<file path="config.mk">
export PLATFORM = sky130hd
export DESIGN_NAME = alu_sequencer
export DESIGN_NICKNAME = d
export VERILOG_FILES = /design/src/rtl/alu_sequencer.sv
export SDC_FILE = /design/constraint.sdc
export NUM_CORES = 1
export LEC_CHECK = 0
export CAP_MARGIN = 10
export CORE_ASPECT_RATIO = 1.75
export CORE_MARGIN = 3
export CORE_UTILIZATION = 47
export DETAILED_ROUTE_END_ITERATION = 10
export PLACE_DENSITY = 0.84
export SYNTH_ARGS = -nofsm -noshare
export SYNTH_HDL_FRONTEND = slang
export SYNTH_SLANG_ARGS = --single-unit
export TNS_END_PERCENT = 50
</file>
<file path="constraint.sdc">
create_clock -name Clk -period 5.45 [get_ports Clk]
set_input_delay 1.3625 -clock Clk [delete_from_list [all_inputs] [get_ports Clk]]
set_output_delay 1.3625 -clock Clk [all_outputs]
set_load 0.05 [all_outputs]
</file>
<file path="src/rtl/alu_sequencer.sv">
// Multi-precision sequencer: runs one WORDS*N-bit operation through an N-bit ALU,
// least-significant word first. Optional macro ALU_SEQ_ABORT_EN enables Abort.
module alu_sequencer #(
    parameter int N        = 8,
    parameter int WORDS    = 4,
    parameter int FlagBits = 4
) (
    input  logic                  Clk,
    input  logic                  Reset,
    input  logic                  Start,
    input  logic [1:0]            OpSel,
    input  logic                  CarryIn,
    input  logic                  Abort,
    input  logic [N*WORDS-1:0]    OpA,
    input  logic [N*WORDS-1:0]    OpB,
    output logic                  Busy,
    output logic                  Done,
    output logic [N*WORDS-1:0]    Result,
    output logic [FlagBits-1:0]   Flags,
    output logic [N-1:0]          AluA,
    output logic [N-1:0]          AluB,
    output logic [3:0]            AluFuncOp,
    output logic [FlagBits-1:0]   AluIFlags,
    output logic                  AluOE,
    input  logic [N-1:0]          AluY,
    input  logic [FlagBits-1:0]   AluOFlags
);

    localparam int W  = N * WORDS;
    localparam int IW = (WORDS > 1) ? $clog2(WORDS) : 1;

    typedef enum logic [1:0] {
        IDLE  = 2'd0,
        ISSUE = 2'd1,
        DONE  = 2'd2
    } state_t;

    state_t          state_r;
    logic [W-1:0]    opa_r;
    logic [W-1:0]    opb_r;
    logic [W-1:0]    work_r;
    logic [1:0]      opsel_r;
    logic [IW-1:0]   idx_r;
    logic            zacc_r;
    logic            abort_s;

    // ALU op code for a word; subtraction borrows through Subc on upper words
    function automatic logic [3:0] op_code(input logic [1:0] sel, input logic first);
        logic [3:0] code;
        case (sel)
            2'b00:   code = 4'b0000;
            2'b01:   code = first ? 4'b0001 : 4'b0010;
            2'b10:   code = 4'b0011;
            2'b11:   code = 4'b0110;
            default: code = 4'b0000;
        endcase
        return code;
    endfunction

    // Incoming flag vector; only the carry position is ever non-zero
    function automatic logic [FlagBits-1:0] in_flags(input logic [1:0] sel, input logic first,
                                                     input logic cin, input logic chain);
        logic c;
        case (sel)
            2'b00:   c = first ? cin : chain;
            2'b01:   c = first ? 1'b0 : chain;
            default: c = 1'b0;
        endcase
        return {{(FlagBits-2){1'b0}}, c, 1'b0};
    endfunction

`ifdef ALU_SEQ_ABORT_EN
    assign abort_s = Abort;
`else
    // Port stays on the interface but has no effect in this build
    assign abort_s = Abort & 1'b0;
`endif

    // Sequencer state, operand shifters, result assembly and registered ALU drive
    always_ff @(posedge Clk or posedge Reset) begin
        if (Reset) begin
            state_r   <= IDLE;
            opa_r     <= '0;
            opb_r     <= '0;
            work_r    <= '0;
            opsel_r   <= 2'b00;
            idx_r     <= '0;
            zacc_r    <= 1'b1;
            Busy      <= 1'b0;
            Done      <= 1'b0;
            Result    <= '0;
            Flags     <= '0;
            AluA      <= '0;
            AluB      <= '0;
            AluFuncOp <= 4'b0000;
            AluIFlags <= '0;
            AluOE     <= 1'b1;
        end else begin
            case (state_r)
                IDLE: begin
                    Done <= 1'b0;
                    if (Start) begin
                        opa_r     <= OpA >> N;
                        opb_r     <= OpB >> N;
                        opsel_r   <= OpSel;
                        AluA      <= OpA[N-1:0];
                        AluB      <= OpB[N-1:0];
                        AluFuncOp <= op_code(OpSel, 1'b1);
                        AluIFlags <= in_flags(OpSel, 1'b1, CarryIn, 1'b0);
                        idx_r     <= '0;
                        zacc_r    <= 1'b1;
                        Busy      <= 1'b1;
                        AluOE     <= 1'b0;
                        state_r   <= ISSUE;
                    end
                end
                ISSUE: begin
                    if (abort_s) begin
                        idx_r   <= '0;
                        Busy    <= 1'b0;
                        AluOE   <= 1'b1;
                        state_r <= IDLE;
                    end else begin
                        work_r <= {AluY, work_r[W-1:N]};
                        zacc_r <= zacc_r & AluOFlags[0];
                        if (idx_r != IW'(WORDS - 1)) begin
                            idx_r     <= idx_r + IW'(1);
                            AluA      <= opa_r[N-1:0];
                            AluB      <= opb_r[N-1:0];
                            opa_r     <= opa_r >> N;
                            opb_r     <= opb_r >> N;
                            AluFuncOp <= op_code(opsel_r, 1'b0);
                            AluIFlags <= in_flags(opsel_r, 1'b0, 1'b0, AluOFlags[1]);
                        end else begin
                            // Last word goes straight into Result so Done coincides with it
                            Result  <= {AluY, work_r[W-1:N]};
                            Flags   <= {AluOFlags[FlagBits-1:1], zacc_r & AluOFlags[0]};
                            idx_r   <= '0;
                            Done    <= 1'b1;
                            Busy    <= 1'b0;
                            AluOE   <= 1'b1;
                            state_r <= DONE;
                        end
                    end
                end
                DONE: begin
                    Done    <= 1'b0;
                    state_r <= IDLE;
                end
                default: begin
                    Done    <= 1'b0;
                    Busy    <= 1'b0;
                    AluOE   <= 1'b1;
                    state_r <= IDLE;
                end
            endcase
        end
    end

endmodule

</file>
==> flow_summary_export.csv <==
group,metric,value,unit
place,place_congestion,0.781,
synthesis,synth_area,6170,um2
critical_path,critical_path_buf_inv_count,1,
synthesis,ys_types,34,
pwr,switching_share,0.397,
critical_path,start_kind,"register",
critical_path,cp_slowest_cell,"clkdlybuf4s50_1",
clocking,ctsHoldBuffers,0,
timing,final_hold_viol_count,0,
synthesis,synth_top_family_by_area,"multiplexers",
global_routing,grt_first_pass_wirelength,21300,um
place,port_buffers,140,
timing,finalCritPeriodShare,0.579,
critical_path,cp.depth,1,
timing,finClkSkew,0.00966,ns
global_routing,grt_use_total,0.189,
layout,n_antenna_cell,0,
clocking,postCtsSetupBuffers,0,
flow_run,max_cap_violations,0,
route,vias_per_cell,5.09,
pwr,finalPower,5.93,mW
critical_path,crit_type,"reg2out",
pwr,p_int,3.58,mW
timing,setup_violations,0,
route,firstDrtPassIters,4,
layout,fin_cells,754,
synthesis,synth_xor_area_frac,0,
place,post_dp_cell_area,7540,um2
pwr,leakagePower,3.77,nW
global_routing,antenna_found_initial,1,
floorplan,num_rows,54,
layout,final_cell_mix,"140 x clkdlybuf4s50_1, 136 x dfrtp_1, 87 x mux2_2, 76 x nand2_1, 47 x mux2_4",
route,wl_per_cell,17.5,um
critical_path,reg2reg_from,"idx_r[0]",
clocking,cts_buffers,17,
pwr,combPwrFrac,0.503,
critical_path,rr_worst_depth,5,
timing,slew_headroom,0.220,
critical_path,cp_max_fo,3,
timing,rsz0062_at_grt,"no",
global_routing,grt-ovfl-total,0,
pwr,switchingPower,2.35,mW
synthesis,synthTopCellsByArea,"dfrtp_1 55%, mux2_2 16%, mux2_4 11%",
floorplan,initial_utilization,0.488,
clocking,post_cts_resized,0,
timing,whs,0.472,ns
synthesis,synth_top_area_frac,0.552,
global_routing,grt_pass1_vias,4166,
timing,slew_violations,0,
clocking,clk_path_buf_depth,2,
critical_path,crit_required,4.09,ns
outcome,status,"complete, no violations",
place,detailedPlace.worstSlack,1.92,ns
floorplan,die_x,92.6,um
synthesis,seq_area_frac_synth,0.560,
critical_path,crit_end,"AluOE",
route,ant_nets,0,
floorplan,fp.dieH,158,um
layout,fin_util,0.642,
place,dp.cells,722,
route,wl,13200,um
place,dp_hpwl,8950,um
floorplan,core,12600,um2
clocking,cts_tree,"built",
synthesis,yosys.area_share.simple,0.0598,
clocking,clk_pin_slew,0.07,ns
pwr,p_seq_frac,0.310,
critical_path,slowest_delay,0.83,ns
synthesis,ys_ff_latch,138,
layout,final_common_cell,"clkdlybuf4s50_1",
critical_path,crit_chain,"clkdlybuf4s50_1",
critical_path,end_kind,"output pin",
timing,max_freq,0.317,GHz
layout,syn_to_final_growth,31.5,%
clocking,clockRootBuffer,"clkbuf_16",
synthesis,ys.warnings.count,0,
critical_path,cp.arrival,1.79,ns
synthesis,synthAdderAreaFrac,0.00811,
timing,setup_slack,2.29,ns
synthesis,synth_cells,438,
critical_path,critPathTopFamily,"buffers and inverters",
synthesis,synth_edf_count,0,
synthesis,async_flop_share,1.00,
timing,min_period,3.16,ns
clocking,htree_levels,4,
layout,postLayoutCellArea,8110,um2
clocking,cts.sinks,138,
global_routing,grt_max_degree,79,
critical_path,r2r_slack,3.09,ns
route,vias,3836,
synthesis,syn_avg_cell_area,14.1,um2
synthesis,synth.area.mux_share,0.282,
critical_path,reg2reg_to,"opa_r[7]",
floorplan,ios,146,
worst_hold_path,min_path_type,"reg2reg",
route,drt_iter0_drc,113,
critical_path,setup.worst_path.start,"AluOE",
floorplan,dieArea,14600,um2
clocking,clk_latency,0.41,ns
pwr,power.share.clock,0.186,
timing,tns,0,ns
synthesis,synth_compound_area_frac,0.0369,
pwr,peakVddDrop,0.000461,V
layout,fin_nets,660,
synthesis,ys.flop_type,"dfrtp_1",
timing,tightest_slew,1.16,ns
layout,drive_gt1_frac,0.299,
pwr,p_per_area,731,nW/um2
route,drc,0,
synthesis,synth_largest_area_cell,"dfrtp_1",
==> cells in the mapped netlist, types with 2 or more instances <==
cell / count
mux2_2: 87
o21ai_0: 3
buf_2: 9
dfstp_2: 2
a22o_1: 17
buf_12: 5
ha_1: 4
nor4bb_1: 2
nor2_1: 4
inv_1: 8
o21a_1: 2
nand2_1: 76
clkbuf_1: 3
mux2i_1: 4
mux2_4: 47
buf_6: 8
buf_4: 5
dfrtp_1: 136
==> layer usage <==
layer  global-route usage  routed length (um)  vias up
li1                     -                   -     1784
met1                0.205                4980     1931
met2                0.345                7150      102
met3               0.0626                 808       17
met4               0.0624                 203        2
met5                    0                  13        -
==> layout make-up <==
| type | count | area [um2] |
|---|---|---|
| Multi-Input combinational cell | 264 | 2410 |
| Timing Repair Buffer | 143 | 1420 |
| Clock inverter | 13 | 135 |
| Clock buffer | 19 | 433 |
| Sequential cell | 138 | 3460 |
| Inverter | 9 | 46.3 |
| Tap cell | 168 | 210 |
| Fill cell | 945 | 4520 |
==> registers in the layout, summed over array words and instances (netlist names) <==
signal,cells
AluB,8
opa_r,24
opb_r,24
state_r,2
work_r,24
Busy,1
AluFuncOp,3
zacc_r,1
AluOE,1
AluIFlags,1
Result,32
AluA,8
opsel_r,2
Done,1
idx_r,2
Flags,4
==> power groups by stage <==
stage | Clock (mW) | Combinational [mW] | Sequential (mW)
after floorplan | 0 | 1.71 | 2.51
after global placement | 0 | 2.94 | 1.82
after detailed placement | 0 | 3.01 | 1.85
after CTS | 1.13 | 3.02 | 1.84
after global routing | 1.18 | 3.17 | 1.90
final | 1.11 | 2.98 | 1.84
==> logic make-up (layout without fill, tap and decap cells) <==
group,count (synthesis),in the layout
flip-flops,138,138
adder cells (fa/ha/maj),4,4
other,1,4
AO/OA/AOI/OAI,29,29
AND/OR/NAND/NOR,88,88
multiplexers,139,139
buffers and inverters,39,184
==> worst min path at each step <==
stage,start,to,slack [ns],cells after the start
after floorplan,work_r[10],work_r[10],0.44,2
after global placement,work_r[14],work_r[14],0.46,2
after detailed placement,work_r[11],work_r[11],0.46,2
after CTS,work_r[11],work_r[11],0.48,2
after global routing,work_r[11],work_r[11],0.50,2
final,work_r[11],work_r[11],0.47,2
No activity file was read; power rests on OpenSTA's default activity.
